--- src/rtl/button_ctrl.sv ---
// ---------------------------------------------------------------------------
// button_ctrl
// Debounces one raw, bouncing, active-low push-button and turns accepted
// presses into events.
//  - A short press increments a 3-digit BCD counter and rotates a one-hot
//    LED marker.
//  - A long press clears the counter.
//  - With AUTOREPEAT_EN defined, a long press instead increments the counter
//    and keeps incrementing every REPEAT_CYCLES while the key stays down.
// The counter, a 'P' (pressed) glyph and an 'L' (long) glyph are driven onto
// registered seven-segment outputs.
//
// Optional feature macro: AUTOREPEAT_EN
//
// Parameters
//   DB_CYCLES      consecutive stable cycles needed to accept a press/release
//   LONG_CYCLES    cycles from HELD entry until the long-press event
//   REPEAT_CYCLES  auto-repeat interval (AUTOREPEAT_EN builds only)
//   SEG_ACTIVE_LOW 1: segment/dp bits active-low, 0: active-high
//
// Ports
//   clk     in   system clock
//   rst     in   synchronous reset, active-high
//   btn_n   in   raw key, active-low, asynchronous to clk
//   sthex0  out  ones digit, [6:0]=g..a, [7]=dp (always off)
//   sthex1  out  tens digit
//   sthex2  out  hundreds digit
//   sthex3  out  always blank
//   sthex4  out  'P' while the debounced key is pressed, else blank
//   sthex5  out  'L' once the long press is reached in this hold, else blank
//   stled   out  one-hot marker, rotates left on every count increment
// ---------------------------------------------------------------------------
module button_ctrl #(
   parameter int unsigned DB_CYCLES      = 500000,
   parameter int unsigned LONG_CYCLES    = 50000000,
   parameter int unsigned REPEAT_CYCLES  = 10000000,
   parameter bit          SEG_ACTIVE_LOW = 1'b1
) (
   input  logic        clk,
   input  logic        rst,
   input  logic        btn_n,
   output logic [7:0]  sthex0,
   output logic [7:0]  sthex1,
   output logic [7:0]  sthex2,
   output logic [7:0]  sthex3,
   output logic [7:0]  sthex4,
   output logic [7:0]  sthex5,
   output logic [15:0] stled
);

   localparam int          STAB_W   = $clog2(DB_CYCLES + 1);
   localparam int unsigned HOLD_MAX = (LONG_CYCLES > REPEAT_CYCLES) ? LONG_CYCLES : REPEAT_CYCLES;
   localparam int          HOLD_W   = $clog2(HOLD_MAX + 1);

   localparam logic [STAB_W-1:0] STAB_LAST = STAB_W'(DB_CYCLES - 1);
   localparam logic [HOLD_W-1:0] LONG_VAL  = HOLD_W'(LONG_CYCLES);

   // Glyph codes are stored active-low; XOR with the polarity mask flips them
   // for active-high boards.
   localparam logic [7:0] SEG_POL   = SEG_ACTIVE_LOW ? 8'h00 : 8'hFF;
   localparam logic [7:0] SEG_BLANK = 8'hFF;
   localparam logic [7:0] SEG_P     = 8'h8C;
   localparam logic [7:0] SEG_L     = 8'hC7;

   typedef enum logic [1:0] {
      IDLE,
      PRESS_WAIT,
      HELD,
      REL_WAIT
   } StateT;

   StateT              r_state;
   StateT              w_nextState;
   logic [1:0]         r_sync;
   logic               w_btnS;
   logic [STAB_W-1:0]  r_stab;
   logic [STAB_W-1:0]  w_stabNext;
   logic [HOLD_W-1:0]  r_hold;
   logic               r_long;
   logic               w_relAccept;
   logic               w_active;
   logic               w_longEvt;
   logic               w_incr;
   logic               w_clear;
   logic [3:0]         r_digit0;
   logic [3:0]         r_digit1;
   logic [3:0]         r_digit2;
   logic [15:0]        r_led;
   logic [7:0]         r_hex0;
   logic [7:0]         r_hex1;
   logic [7:0]         r_hex2;
   logic [7:0]         r_hex3;
   logic [7:0]         r_hex4;
   logic [7:0]         r_hex5;

   function automatic logic [7:0] segCode(input logic [3:0] digit);
      logic [7:0] code;
      case (digit)
         4'd0:    code = 8'hC0;
         4'd1:    code = 8'hF9;
         4'd2:    code = 8'hA4;
         4'd3:    code = 8'hB0;
         4'd4:    code = 8'h99;
         4'd5:    code = 8'h92;
         4'd6:    code = 8'h82;
         4'd7:    code = 8'hF8;
         4'd8:    code = 8'h80;
         4'd9:    code = 8'h90;
         default: code = SEG_BLANK;
      endcase
      return code ^ SEG_POL;
   endfunction

   // Two-flop synchroniser; the key is inverted here so everything
   // downstream sees active-high "pressed".
   always_ff @(posedge clk) begin
      if (rst) r_sync <= 2'b00;
      else     r_sync <= {r_sync[0], ~btn_n};
   end

   assign w_btnS   = r_sync[1];
   assign w_active = (r_state == HELD) || (r_state == REL_WAIT);

   // State and stability-counter registers.
   always_ff @(posedge clk) begin
      if (rst) begin
         r_state <= IDLE;
         r_stab  <= '0;
      end else begin
         r_state <= w_nextState;
         r_stab  <= w_stabNext;
      end
   end

   // Next-state logic. The stability counter only advances while a wait
   // state keeps seeing the level it waits for; any other case (mismatch,
   // transition, non-wait state) returns it to zero.
   always_comb begin
      w_nextState = r_state;
      w_stabNext  = '0;
      w_relAccept = 1'b0;
      case (r_state)
         IDLE: begin
            if (w_btnS) w_nextState = PRESS_WAIT;
         end
         PRESS_WAIT: begin
            if (!w_btnS)                  w_nextState = IDLE;
            else if (r_stab == STAB_LAST) w_nextState = HELD;
            else                          w_stabNext  = r_stab + 1'b1;
         end
         HELD: begin
            if (!w_btnS) w_nextState = REL_WAIT;
         end
         REL_WAIT: begin
            if (w_btnS) begin
               w_nextState = HELD;
            end else if (r_stab == STAB_LAST) begin
               w_nextState = IDLE;
               w_relAccept = 1'b1;
            end else begin
               w_stabNext = r_stab + 1'b1;
            end
         end
         default: w_nextState = IDLE;
      endcase
   end

   // Hold counter: zero outside a debounced hold, so the first HELD cycle
   // reads 0. It saturates at LONG_VAL, and r_long stops a second event.
   always_ff @(posedge clk) begin
      if (rst)                    r_hold <= '0;
      else if (!w_active)         r_hold <= '0;
      else if (r_hold != LONG_VAL) r_hold <= r_hold + 1'b1;
   end

   assign w_longEvt = w_active && !r_long && (r_hold == LONG_VAL) && !w_relAccept;

   // The long flag lives until the release that ends this hold is accepted.
   always_ff @(posedge clk) begin
      if (rst)              r_long <= 1'b0;
      else if (w_relAccept) r_long <= 1'b0;
      else if (w_longEvt)   r_long <= 1'b1;
   end

`ifdef AUTOREPEAT_EN
   localparam logic [HOLD_W-1:0] REP_LAST = HOLD_W'(REPEAT_CYCLES - 1);

   logic [HOLD_W-1:0] r_rep;
   logic              w_repEvt;

   // Repeat timer starts at zero on the cycle after the long event and fires
   // every REPEAT_CYCLES cycles after that while the key is still held.
   always_ff @(posedge clk) begin
      if (rst)                                r_rep <= '0;
      else if (!w_active || !r_long || w_repEvt) r_rep <= '0;
      else                                    r_rep <= r_rep + 1'b1;
   end

   assign w_repEvt = w_active && r_long && (r_rep == REP_LAST) && !w_relAccept;
   assign w_incr   = (w_relAccept && !r_long) || w_longEvt || w_repEvt;
   assign w_clear  = 1'b0;
`else
   assign w_incr  = w_relAccept && !r_long;
   assign w_clear = w_longEvt;
`endif

   // BCD press counter and LED marker. A clear leaves the marker in place.
   always_ff @(posedge clk) begin
      if (rst) begin
         r_digit0 <= 4'd0;
         r_digit1 <= 4'd0;
         r_digit2 <= 4'd0;
         r_led    <= 16'h0001;
      end else if (w_clear) begin
         r_digit0 <= 4'd0;
         r_digit1 <= 4'd0;
         r_digit2 <= 4'd0;
      end else if (w_incr) begin
         r_led <= {r_led[14:0], r_led[15]};
         if (r_digit0 == 4'd9) begin
            r_digit0 <= 4'd0;
            if (r_digit1 == 4'd9) begin
               r_digit1 <= 4'd0;
               r_digit2 <= (r_digit2 == 4'd9) ? 4'd0 : r_digit2 + 4'd1;
            end else begin
               r_digit1 <= r_digit1 + 4'd1;
            end
         end else begin
            r_digit0 <= r_digit0 + 4'd1;
         end
      end
   end

   // Display registers: one extra cycle after count/flag updates, giving
   // clean, glitch-free segment drives.
   always_ff @(posedge clk) begin
      if (rst) begin
         r_hex0 <= segCode(4'd0);
         r_hex1 <= segCode(4'd0);
         r_hex2 <= segCode(4'd0);
         r_hex3 <= SEG_BLANK ^ SEG_POL;
         r_hex4 <= SEG_BLANK ^ SEG_POL;
         r_hex5 <= SEG_BLANK ^ SEG_POL;
      end else begin
         r_hex0 <= segCode(r_digit0);
         r_hex1 <= segCode(r_digit1);
         r_hex2 <= segCode(r_digit2);
         r_hex3 <= SEG_BLANK ^ SEG_POL;
         r_hex4 <= (w_active ? SEG_P : SEG_BLANK) ^ SEG_POL;
         r_hex5 <= (r_long ? SEG_L : SEG_BLANK) ^ SEG_POL;
      end
   end

   assign sthex0 = r_hex0;
   assign sthex1 = r_hex1;
   assign sthex2 = r_hex2;
   assign sthex3 = r_hex3;
   assign sthex4 = r_hex4;
   assign sthex5 = r_hex5;
   assign stled  = r_led;

endmodule

--- config.mk ---
export PLATFORM = sky130hd
export DESIGN_NAME = button_ctrl
export DESIGN_NICKNAME = d
export VERILOG_FILES = /design/src/rtl/button_ctrl.sv
export SDC_FILE = /design/constraint.sdc
export NUM_CORES = 1
export LEC_CHECK = 0
export BUFFER_PORTS_ARGS = -buffer_cell sky130_fd_sc_hd__buf_2
export CORE_MARGIN = 2
export CORE_UTILIZATION = 45
export CTS_BUF_LIST = sky130_fd_sc_hd__clkbuf_8
export CTS_CLUSTER_SIZE = 30
export DETAILED_ROUTE_END_ITERATION = 12
export PLACE_DENSITY = 0.65
export SYNTH_ARGS = -nofsm -noshare
export SYNTH_HDL_FRONTEND = slang
export SYNTH_SLANG_ARGS = --single-unit
--- constraint.sdc ---
create_clock -name clk -period 4.3 [get_ports clk]
set_clock_uncertainty 0.2 [all_clocks]
set_input_delay 0 -clock clk [delete_from_list [all_inputs] [get_ports clk]]
set_output_delay 0 -clock clk [all_outputs]
set_load 0.03 [all_outputs]
==> impl_metrics.toml <==
[global_routing]
gr-usage-met3_pct = 3.83
grt_pass1_wl_um = 15400
grt_remaining_overflow = 0
grt_pass1_vias = 3470
antenna_found_initial = 0
grt-busiest-layer = "met2"
use_met2_pct = 27.2
grt_max_degree = 39
grt_usage_pct = 16.7
met1_usage_pct = 21.3

[clock_network]
cts_root_buffer = "clkbuf_8"
cts.clk_slew.worst_paths_ns = 0.09
clkSinkCount = 101
cts_buffer_depth = 2
clk-insertion-delay-late_ns = 0.37
cts-buffers-inserted = 9
tritoncts = "yes"
ctsHtreeMaxLevel = 3
post_cts.repair.setup_buffers = 0

[power]
power.share.clock_pct = 37.9
intPower_mw = 1.22
comb_power_share_pct = 2.3
p_per_area_nw_per_um2 = 306
p_switching_uw = 348
p_seq_share_pct = 59.8
ir_worst_vdd_v = 0.000147
swShare_pct = 22.2
p_leak_nw = 1.82
finalPower_mw = 1.57

[run]
drv_cap = 0

[floorplan]
core_area_um2 = 10200
die_h_um = 106
die_x_um = 106
initial_utilization_pct = 45.8
rows = 37
io_pins = 67
dieArea_um2 = 11200

[final_layout]
stdcell_area_um2 = 5120
fin_nets = 609
areaGrowthSynthToFinish_pct = 9.79
fin_cells = 729
layout-drive-gt1-share_pct = 12.1
final_util_pct = 50.3
n_antenna_cell = 0
final_cell_mix = "dfxtp_1 (101), nand2_1 (68), nor2_1 (57)"
final_common_cell = "dfxtp_1"

[timing]
hold_violations = 0
period_needed_ns = 2.73
finalSetupViolations = 0
maxSlewHeadroom_pct = 28.4
layout_setup_ws_ns = 1.57
setup_tns_ns = 0
fmax_ghz = 0.366
rsz0062_at_grt = "false"
maxSlewViolCount = 0
hold_slack_ns = 0.245
worstMarginPinSlew_ns = 1.06
min_period_over_period_pct = 63.5

[setup_path]
reg2reg_depth = 5
regToRegSetupSlack_ns = 1.57
start_kind = "flop"
crit_fanout = 22
crit_arrival_ns = 2.82
end_kind = "flop"
crit_type = "flop to flop"
r2r-end = "r_digit1[3]"
required_ns = 4.39
worstReg2RegStart = "r_stab[0]"

[placement]
place_area_um2 = 4900
preCtsSetupSlack_ns = 1.60
port_buffers = 47
place.gp.congestion = 0.826
dp_hpwl_um = 6190
place_inst = 710

[synth]
synth_warnings = 0
yosysTopAreaCellShare_pct = 43.3
yosys_register_bits = 101
synth_ff_type = "dfxtp_1"
synth_top_area_cell = "dfxtp_1"
synthArstFlopShare_pct = 0
netlist_area_um2 = 4660
synth_edf_count = 0
syn_area_per_cell_um2 = 8.45
netlist_instances = 552
synthTopCellsByArea = "dfxtp_1 (43%), nand2_1 (5.5%), a21oi_1 (5.3%), ha_1 (4.8%), nor2_1 (4.6%)"
ys_seq_area_share_pct = 43.3
synth.distinct_cells = 47

[route]
ant_nets = 0
drc_errors = 0
drtIter0Drc = 72
drt-vias-per-instance = 5.13
dr.pass1.iters = 4
num_vias = 3737
wirelength_um = 9000
wl_per_cell_um = 12.3

[hold_path]
hold_start = "r_sync[0]"
hold_path_end = "r_sync[1]"
worstHoldPathCells = 1
holdCritPathClass = "flop to flop"

[run_status]
status = "completed"
area by class of cell:
| cell class | instances | area [um^2] |
|---|---|---|
| fillers | 999 | 5060 |
| inverters | 21 | 78.8 |
| multi-input cells | 403 | 2380 |
| clock buffers | 10 | 138 |
| clock inverters | 6 | 56.3 |
| repair buffers | 52 | 280 |
| well taps | 136 | 170 |
| flip-flops and latches | 101 | 2020 |
state kept, by name, indices dropped and copies added, names as in the netlist, named ones only:
name      cells
r_stab       19
stled        16
r_hold       26
r_digit1      4
sthex0        7
sthex5        1
sthex4        1
r_digit2      4
sthex1        7
sthex2        7
r_state       1
r_long        1
r_sync        2
r_digit0      4
Yosys cell counts (14+ instances only):
master / instances
dfxtp_1: 101
o21ai_0: 20
nor3_1: 15
nand2_1: 68
nor2_1: 57
nand4_1: 14
nand3_1: 26
ha_1: 18
inv_1: 21
buf_4: 25
a21oi_1: 49
xor2_1: 22
clkbuf_1: 18
xnor2_1: 14
how the worst max path moves through the flow:
stage               from          end  slack [ns]  cells past startpoint
5_1_grt        r_stab[0]  r_digit1[3]        1.45                      5
4_1_cts        r_stab[0]  r_digit1[3]        1.59                      5
3_3_place_gp   r_stab[0]  r_digit1[3]        1.68                      5
6_report       r_stab[0]  r_digit1[3]        1.57                      5
2_1_floorplan  r_stab[0]  r_digit1[3]        1.93                      5
3_5_place_dp   r_stab[0]  r_digit1[3]        1.60                      5
worst max-delay path: stages, from the launching register on:
cell and delay [ns]:
dfxtp_1 0.38, ha_1 0.25, nand4_1 0.31, or4_4 0.76
or4_1 0.53, a211oi_1 0.23
routing by layer:
metal,vias up,share of wire (%)
met5,-,0
met1,1743,49
met2,65,45
met4,0,1.4
li1,1920,-
met3,9,4.2
power groups by stage:
stage,combinational [mW],sequential (mW),clock [mW]
after detailed placement,0.0343,0.959,0
final,0.0363,0.937,0.594
after CTS,0.0364,0.937,0.609
after global placement,0.0341,0.959,0
after floorplan,0.0440,0.958,0
after global routing,0.0390,0.937,0.646
cells by family (layout without fill, tap and decap cells):
group,count (synthesis),after routing,synth area share (%)
adder cells (fa/ha/maj),18,18,4.83
AND/OR/NAND/NOR,238,238,26.1
XOR/XNOR,36,36,6.76
multiplexers,4,4,0.885
other,1,19,0.0804
AO/OA/AOI/OAI,88,88,10.6
buffers and inverters,66,89,7.32
flip-flops,101,101,43.3
what timing repair did:
action	in CTS	in global routing
hold buffers	3	0
endpoints found under the hold margin	18	0
resized for setup	0	0
(Power assumes the default switching activity.)
